### config.mk
export PLATFORM = sky130hd
export DESIGN_NAME = grant_responder_flat
export DESIGN_NICKNAME = d
export VERILOG_FILES = /design/src/rtl/grant_responder_pkg.sv /design/src/rtl/grant_responder_if.sv /design/src/rtl/grant_resp_fifo.sv /design/src/rtl/grant_responder.sv /design/src/flat_wrapper.sv
export SDC_FILE = /design/constraint.sdc
export NUM_CORES = 1
export LEC_CHECK = 0
export BUFFER_PORTS_ARGS = -buffer_cell sky130_fd_sc_hd__buf_2
export CORE_MARGIN = 4
export CORE_UTILIZATION = 40
export CTS_BUF_LIST = sky130_fd_sc_hd__clkbuf_4 sky130_fd_sc_hd__clkbuf_8
export DETAILED_ROUTE_END_ITERATION = 10
export SYNTH_ARGS = -nofsm -noshare
export SYNTH_HDL_FRONTEND = slang
export SYNTH_HIERARCHICAL = 1
export SYNTH_SLANG_ARGS = --single-unit
### constraint.sdc
create_clock -name clk -period 2.4 [get_ports clk]
set_clock_uncertainty 0.05 [all_clocks]
set_input_delay 0.24 -clock clk [delete_from_list [all_inputs] [get_ports clk]]
set_output_delay 0.24 -clock clk [all_outputs]
set_load 0.05 [all_outputs]
### src/rtl/grant_responder_pkg.sv
// Shared types for the grant responder: service FSM states, the buffered entry
// and one-hot grant decode helpers.
package grant_responder_pkg;

    localparam int GR_N  = 4;
    localparam int GR_DW = 8;
    localparam int GR_IW = $clog2(GR_N);

    typedef enum logic [1:0] {
        IDLE    = 2'd0,
        SERVICE = 2'd1,
        PRESENT = 2'd2
    } svc_state_e;

    typedef struct packed {
        logic [GR_IW-1:0] client;
        logic [GR_DW-1:0] data;
    } gr_entry_t;

    function automatic logic is_onehot(input logic [GR_N-1:0] v);
        return (v != {GR_N{1'b0}}) &&
               ((v & (v - {{(GR_N-1){1'b0}}, 1'b1})) == {GR_N{1'b0}});
    endfunction

    // OR of set-bit positions; exact index only when v is one-hot.
    function automatic logic [GR_IW-1:0] onehot_to_idx(input logic [GR_N-1:0] v);
        logic [GR_IW-1:0] idx;
        idx = {GR_IW{1'b0}};
        for (int i = 0; i < GR_N; i++) begin
            if (v[i]) idx = idx | GR_IW'(i);
            else      idx = idx;
        end
        return idx;
    endfunction

endpackage

### src/rtl/grant_responder_if.sv
// Arbiter-facing request/grant/ready signals plus the serviced-item output port.
interface grant_responder_if #(
    parameter int N  = 4,
    parameter int DW = 8
);
    logic [N-1:0]         grant;
    logic [N*DW-1:0]      wdata;
    logic                 ready;
    logic                 out_valid;
    logic [$clog2(N)-1:0] out_client;
    logic [DW-1:0]        out_data;
    logic                 out_ready;
    logic                 grant_err;

    modport slave (
        input  grant, wdata, out_ready,
        output ready, out_valid, out_client, out_data, grant_err
    );

    modport master (
        output grant, wdata, out_ready,
        input  ready, out_valid, out_client, out_data, grant_err
    );
endinterface

### src/rtl/grant_resp_fifo.sv
// Synchronous FIFO with naturally wrapping pointers; push/pop are gated
// internally against full/empty.
module grant_resp_fifo #(
    parameter int DEPTH = 4,
    parameter int W     = 10
) (
    input  logic                   clk,
    input  logic                   rst_n,
    input  logic                   push,
    input  logic                   pop,
    input  logic [W-1:0]           wdata,
    output logic [W-1:0]           rdata,
    output logic                   full,
    output logic                   empty,
    output logic [$clog2(DEPTH):0] count
);
    localparam int AW = $clog2(DEPTH);

    logic [W-1:0]  mem_q [DEPTH];
    logic [W-1:0]  mem_d [DEPTH];
    logic [AW-1:0] wr_ptr_q, wr_ptr_d, rd_ptr_q, rd_ptr_d;
    logic [AW:0]   count_q, count_d;
    logic          push_ok_s, pop_ok_s;

    // Next pointer, storage and occupancy
    always_comb begin
        mem_d     = mem_q;
        wr_ptr_d  = wr_ptr_q;
        rd_ptr_d  = rd_ptr_q;
        push_ok_s = push && !full;
        pop_ok_s  = pop && !empty;
        if (push_ok_s) begin
            mem_d[wr_ptr_q] = wdata;
            wr_ptr_d        = wr_ptr_q + 1'b1;
        end else begin
            wr_ptr_d = wr_ptr_q;
        end
        if (pop_ok_s) rd_ptr_d = rd_ptr_q + 1'b1;
        else          rd_ptr_d = rd_ptr_q;
        case ({push_ok_s, pop_ok_s})
            2'b10:   count_d = count_q + 1'b1;
            2'b01:   count_d = count_q - 1'b1;
            default: count_d = count_q;
        endcase
    end

    // FIFO state registers
    always_ff @(posedge clk or negedge rst_n) begin
        if (!rst_n) begin
            for (int i = 0; i < DEPTH; i++) mem_q[i] <= {W{1'b0}};
            wr_ptr_q <= {AW{1'b0}};
            rd_ptr_q <= {AW{1'b0}};
            count_q  <= {(AW+1){1'b0}};
        end else begin
            mem_q    <= mem_d;
            wr_ptr_q <= wr_ptr_d;
            rd_ptr_q <= rd_ptr_d;
            count_q  <= count_d;
        end
    end

    assign rdata = mem_q[rd_ptr_q];
    assign full  = (count_q == (AW+1)'(DEPTH));
    assign empty = (count_q == {(AW+1){1'b0}});
    assign count = count_q;

endmodule

### src/rtl/grant_responder.sv
// Shared-resource side of the round-robin protocol: accepts granted payloads into
// a FIFO, services each for SERVICE_CYCLES, presents them tagged with the client.
// Optional accept/stall counters are built when GRANT_RESP_STATS_EN is defined.
module grant_responder
    import grant_responder_pkg::*;
#(
    parameter int N              = GR_N,
    parameter int DW             = GR_DW,
    parameter int DEPTH          = 4,
    parameter int SERVICE_CYCLES = 3
) (
    input  logic               clk,
    input  logic               rst,
    grant_responder_if.slave   bus
`ifdef GRANT_RESP_STATS_EN
    ,
    output logic [15:0]        accept_count,
    output logic [15:0]        stall_count
`endif
);
    localparam int IW    = $clog2(N);
    localparam int CW    = $clog2(DEPTH) + 1;
    localparam int EW    = $bits(gr_entry_t);
    localparam int CNT_W = (SERVICE_CYCLES > 1) ? $clog2(SERVICE_CYCLES) : 1;

    logic            grant_ok_s, grant_multi_s, ready_s, push_s, pop_s;
    logic            full_s, empty_s;
    logic [CW-1:0]   count_s;
    logic [IW-1:0]   grant_idx_s;
    logic [EW-1:0]   head_raw_s;
    gr_entry_t       push_entry_s, head_s;

    svc_state_e      state_q, state_d;
    logic [CNT_W-1:0] cnt_q, cnt_d;
    gr_entry_t       svc_q, svc_d;
    logic            out_valid_q, out_valid_d;
    logic            grant_err_q, grant_err_d;

    // Accept path; ready depends only on the registered occupancy
    always_comb begin
        grant_ok_s          = is_onehot(bus.grant);
        grant_multi_s       = (bus.grant != {N{1'b0}}) && !grant_ok_s;
        grant_idx_s         = onehot_to_idx(bus.grant);
        ready_s             = (count_s != CW'(DEPTH));
        push_s              = ready_s && grant_ok_s && !full_s;
        push_entry_s.client = grant_idx_s;
        push_entry_s.data   = bus.wdata[int'(grant_idx_s)*DW +: DW];
        grant_err_d         = grant_err_q || grant_multi_s;
    end

    grant_resp_fifo #(
        .DEPTH (DEPTH),
        .W     (EW)
    ) u_fifo (
        .clk   (clk),
        .rst_n (rst),
        .push  (push_s),
        .pop   (pop_s),
        .wdata (push_entry_s),
        .rdata (head_raw_s),
        .full  (full_s),
        .empty (empty_s),
        .count (count_s)
    );

    assign head_s = head_raw_s;

    // Service FSM state and datapath registers
    always_ff @(posedge clk or negedge rst) begin
        if (!rst) begin
            state_q     <= IDLE;
            cnt_q       <= {CNT_W{1'b0}};
            svc_q       <= {EW{1'b0}};
            out_valid_q <= 1'b0;
            grant_err_q <= 1'b0;
        end else begin
            state_q     <= state_d;
            cnt_q       <= cnt_d;
            svc_q       <= svc_d;
            out_valid_q <= out_valid_d;
            grant_err_q <= grant_err_d;
        end
    end

    // Service FSM next state
    always_comb begin
        state_d = state_q;
        case (state_q)
            IDLE:    if (!empty_s) state_d = SERVICE; else state_d = IDLE;
            SERVICE: if (cnt_q == {CNT_W{1'b0}}) state_d = PRESENT; else state_d = SERVICE;
            PRESENT: if (bus.out_ready) state_d = IDLE; else state_d = PRESENT;
            default: state_d = IDLE;
        endcase
    end

    // Pop, service countdown and output register inputs
    always_comb begin
        pop_s = (state_q == IDLE) && !empty_s;
        cnt_d = cnt_q;
        svc_d = svc_q;
        if (pop_s) begin
            cnt_d = CNT_W'(SERVICE_CYCLES - 1);
            svc_d = head_s;
        end else if ((state_q == SERVICE) && (cnt_q != {CNT_W{1'b0}})) begin
            cnt_d = cnt_q - 1'b1;
        end else begin
            cnt_d = cnt_q;
        end
        out_valid_d = (state_d == PRESENT);
    end

    assign bus.ready      = ready_s;
    assign bus.out_valid  = out_valid_q;
    assign bus.out_client = svc_q.client;
    assign bus.out_data   = svc_q.data;
    assign bus.grant_err  = grant_err_q;

`ifdef GRANT_RESP_STATS_EN
    logic [15:0] acc_cnt_q, acc_cnt_d, stall_cnt_q, stall_cnt_d;

    // Saturating accept and blocked-grant counters
    always_comb begin
        if (push_s && (acc_cnt_q != 16'hFFFF)) acc_cnt_d = acc_cnt_q + 16'd1;
        else                                   acc_cnt_d = acc_cnt_q;
        if ((bus.grant != {N{1'b0}}) && !ready_s && (stall_cnt_q != 16'hFFFF))
            stall_cnt_d = stall_cnt_q + 16'd1;
        else
            stall_cnt_d = stall_cnt_q;
    end

    // Statistics registers
    always_ff @(posedge clk or negedge rst) begin
        if (!rst) begin
            acc_cnt_q   <= 16'd0;
            stall_cnt_q <= 16'd0;
        end else begin
            acc_cnt_q   <= acc_cnt_d;
            stall_cnt_q <= stall_cnt_d;
        end
    end

    assign accept_count = acc_cnt_q;
    assign stall_count  = stall_cnt_q;
`endif

endmodule

### src/flat_wrapper.sv
// flat-port wrapper written by rule: the top's interface ports become plain ports
module grant_responder_flat import grant_responder_pkg::*;
#(
    parameter int N              = GR_N,
    parameter int DW             = GR_DW,
    parameter int DEPTH          = 4,
    parameter int SERVICE_CYCLES = 3
)
  (clk, rst, bus_grant, bus_wdata, bus_out_ready, bus_ready, bus_out_valid, bus_out_client, bus_out_data, bus_grant_err);
  grant_responder_if #(.N(N), .DW(DW)) bus_i ();
  input  logic clk;
  input  logic rst;
  input wire logic [$bits(bus_i.grant)-1:0] bus_grant;
  input wire logic [$bits(bus_i.wdata)-1:0] bus_wdata;
  input wire logic [$bits(bus_i.out_ready)-1:0] bus_out_ready;
  output wire logic [$bits(bus_i.ready)-1:0] bus_ready;
  output wire logic [$bits(bus_i.out_valid)-1:0] bus_out_valid;
  output wire logic [$bits(bus_i.out_client)-1:0] bus_out_client;
  output wire logic [$bits(bus_i.out_data)-1:0] bus_out_data;
  output wire logic [$bits(bus_i.grant_err)-1:0] bus_grant_err;
  assign bus_i.grant = bus_grant;
  assign bus_i.wdata = bus_wdata;
  assign bus_i.out_ready = bus_out_ready;
  assign bus_ready = bus_i.ready;
  assign bus_out_valid = bus_i.out_valid;
  assign bus_out_client = bus_i.out_client;
  assign bus_out_data = bus_i.out_data;
  assign bus_grant_err = bus_i.grant_err;
  grant_responder #(.N(N), .DW(DW), .DEPTH(DEPTH), .SERVICE_CYCLES(SERVICE_CYCLES)) u_core (.clk(clk), .rst(rst), .bus(bus_i));
endmodule
==> impl_metrics.json <==
{
  "avgViaCountPerCell": 4.90,
  "wl_per_cell_um": 15.8,
  "cts.clk_slew.worst_paths_ns": 0.07,
  "r2r-start": "u_core/u_fifo/count[2]",
  "r2r_cells": 10,
  "synth-edff-count": 0,
  "core.rowCount": 31,
  "ant_nets": 0,
  "ios": 52,
  "drt_iter0_drc": 74,
  "total_power_uw": 5150,
  "setup_viol": 0,
  "nNetsFinal": 338,
  "design_area_mm2": 0.00383,
  "nFillCells": 666,
  "placed_area_mm2": 0.00361,
  "synth.yosys.seq_area_share_pct": 51.0,
  "grt_max_degree": 38,
  "crit_start": "u_core/u_fifo/count[2]",
  "power.share.clock_pct": 18.2,
  "syn_area_mm2": 0.00309,
  "yosysWarnings": 6,
  "power.density_mw_per_mm2": 1340,
  "drtPass1Iterations": 4,
  "drv_cap": 0,
  "sw_frac_of_total_pct": 36.0,
  "syn-num-nets": 266,
  "path_class": "register to register",
  "die_x_um": 95.9,
  "drc_errors": 0,
  "path_common_cell": "xor2_1",
  "critPathMaxStageDelay_ns": 0.44,
  "antenna_found_initial": 0,
  "end_kind": "register",
  "min_path_type": "primary input to register",
  "synth_cells": 220,
  "ff_latch_area_mm2": 0.00158,
  "layout-drive-gt1-share_pct": 51.9,
  "cts_setup_buffers": 0,
  "arrival_ns": 2.42,
  "vdd_drop_max_v": 0.000558,
  "routabilityCongestion": 0.713,
  "multi_input_area_mm2": 0.00146,
  "r2r_end": "u_core/u_fifo/count[2]",
  "cts.sinks": 63,
  "worst_slew_pin_slew_ns": 0.640,
  "dieArea_mm2": 0.00920,
  "synth_flop_cell": "dfrtp_1",
  "diodes": 0,
  "synth_area_leaders": "dfrtp_1 (51%), mux2_2 (18%), mux2i_1 (8.1%)",
  "power.internal_uw": 3290,
  "numCtsBuffers": 9,
  "power_frac_seq_pct": 37.7,
  "finalWirelength_um": 6240,
  "synthArstFlopShare_pct": 100,
  "start_kind": "register",
  "pre_cts_ws_ns": -0.0282,
  "setup.worst_path.end": "u_core/u_fifo/count[2]",
  "area_growth_syn_to_layout_pct": 23.9,
  "hpwl_um": 4430,
  "root_buffer": "clkbuf_8",
  "worstPathCellList": "nor3b_2 -> a221o_1 -> a21oi_2 -> or2b_4 -> ha_2 -> inv_1 -> fa_1 -> xor2_1 -> nor2_1 -> xor2_1",
  "timing.final.crit_share_pct": 94.1,
  "avgSynthCellArea_um2": 14.1,
  "place.port_buffers": 51,
  "grt_pass1_vias": 2066,
  "clock_tree.buffer_depth": 2,
  "synth_seq_cells": 63,
  "fin_crit_ns": 2.26,
  "p_comb_share_pct": 44.1,
  "setup-tns-final_ns": 0,
  "grt_pass1_wl_um": 10600,
  "cp_max_fo": 6,
  "layout_common_cells": "dfrtp_1 (62), buf_2 (51), mux2_2 (50), mux2i_1 (25), buf_4 (11)",
  "grt_usage_pct": 15.5,
  "p_sw_uw": 1850,
  "timing.fmax_mhz": 443,
  "required_ns": 2.57,
  "yosysTopAreaCellShare_pct": 51.0,
  "slew_headroom_pct": 57.3,
  "die_h_um": 95.9,
  "dp.cells": 379,
  "status": "finished clean",
  "coreArea_mm2": 0.00737,
  "synth_cell_types": 30,
  "hold_viol_final": 0,
  "worst_slack_ns": 0.142,
  "critPathSlowestCell": "dfrtp_1",
  "htreeDepth": 3,
  "cts_tree": "built",
  "final_common_cell": "dfrtp_1",
  "grt-ovfl-total": 0,
  "slew_viol_final": 0,
  "min_delay_path_depth": 4,
  "stdcell_count": 396,
  "reg2reg_slack_ns": 0.14,
  "clock_latency_ns": 0.34,
  "rsz0062_at_grt": "no",
  "num_vias": 1942,
  "synth_top_area_cell": "dfrtp_1",
  "start_util_pct": 42.0,
  "total_leakage_power_uw": 0.00170
}
-- cells in the mapped netlist, types with 4 or more instances --
library cell and instances:
a21oi_1 6, nand2_1 8, nor2_2 4, mux2_2 50, dfrtp_1 63, xor2_1 4
inv_1 10, mux4_2 10, mux2i_1 25, ha_1 6, nor2_1 5
-- timing repair --
item / CTS / global route
gates resized for setup: 0 / 1
setup endpoints to repair: 0 / 1
hold endpoints to repair: 26 / 0
hold buffers: 1 / 0
-- critical path: cells and delay by family (launching register included) --
kind,cells,cell delay (ns)
XOR/XNOR,2,0.29
buffers and inverters,1,0.06
AO/OA/AOI/OAI,2,0.40
adder cells (fa/ha/maj),2,0.36
AND/OR/NAND/NOR,3,0.54
flip-flops,1,0.44
-- stage by stage --
step | util [%] | hold WS, ns
6_report | 52.0 | 0.152
5_1_grt | 52.0 | 0.141
4_1_cts | 52.0 | 0.145
3_5_place_dp | 49.0 | 0.252
3_3_place_gp | 49.0 | 0.245
2_1_floorplan | - | -0.106
-- area by class of cell --
type / count / share of cell area [%]
Sequential cell: 63 / 41.2
Multi-Input combinational cell: 141 / 38.0
Tap cell: 99 / 3.23
Clock buffer: 10 / 3.59
Inverter: 10 / 0.980
Timing Repair Buffer: 67 / 11.2
Clock inverter: 6 / 1.80
-- state kept, by name, summed over array words and instances (netlist names) --
name / flops
u_core/cnt_q: 2
u_core/state_q: 2
u_core/bus.out_data: 8
u_core/u_fifo/rd_ptr_q: 2
u_core/u_fifo/wr_ptr_q: 2
u_core/u_fifo/count: 3
u_core/bus.grant_err: 1
u_core/u_fifo/mem_q: 40
u_core/bus.out_valid: 1
u_core/bus.out_client: 2
-- worst min-delay path by stage --
stage                                   endpoint          start
after floorplan             u_core/bus.grant_err            rst
after CTS                      u_core/state_q[1]  bus_out_ready
after global placement    u_core/u_fifo/count[0]            rst
after detailed placement  u_core/u_fifo/count[2]            rst
after global routing           u_core/state_q[1]  bus_out_ready
final                       u_core/bus.out_valid  bus_out_ready
-- cell families after synthesis --
logic type,count (synthesis),share of synthesized area [%]
xor gates and xnor gates,7,1.98
adders and majority gates,7,3.07
buffers and inverters,16,2.18
AOI/OAI and AO/OA,15,3.16
muxes,86,33.9
DFF,63,51.0
and+or+nand+nor,26,4.69
-- power groups by stage --
stage,Combinational [uW],Clock (uW),Sequential [uW]
2_1_floorplan,1460,0,2180
3_3_place_gp,2240,0,1950
3_5_place_dp,2300,0,1960
4_1_cts,2310,973,1940
5_1_grt,2490,1020,2020
6_report,2270,938,1940
-- layer usage --
metal / global-route usage (%) / wire, um / part of all wire (%) / up-vias
met5: 0 / 0 / 0 / -
met4: 3.91 / 54 / 0.87 / 0
met3: 4.85 / 252 / 4.0 / 8
met2: 24.6 / 3080 / 49 / 41
met1: 20.8 / 2860 / 46 / 954
li1: - / - / - / 939
Power figures use the tool's default switching activity.
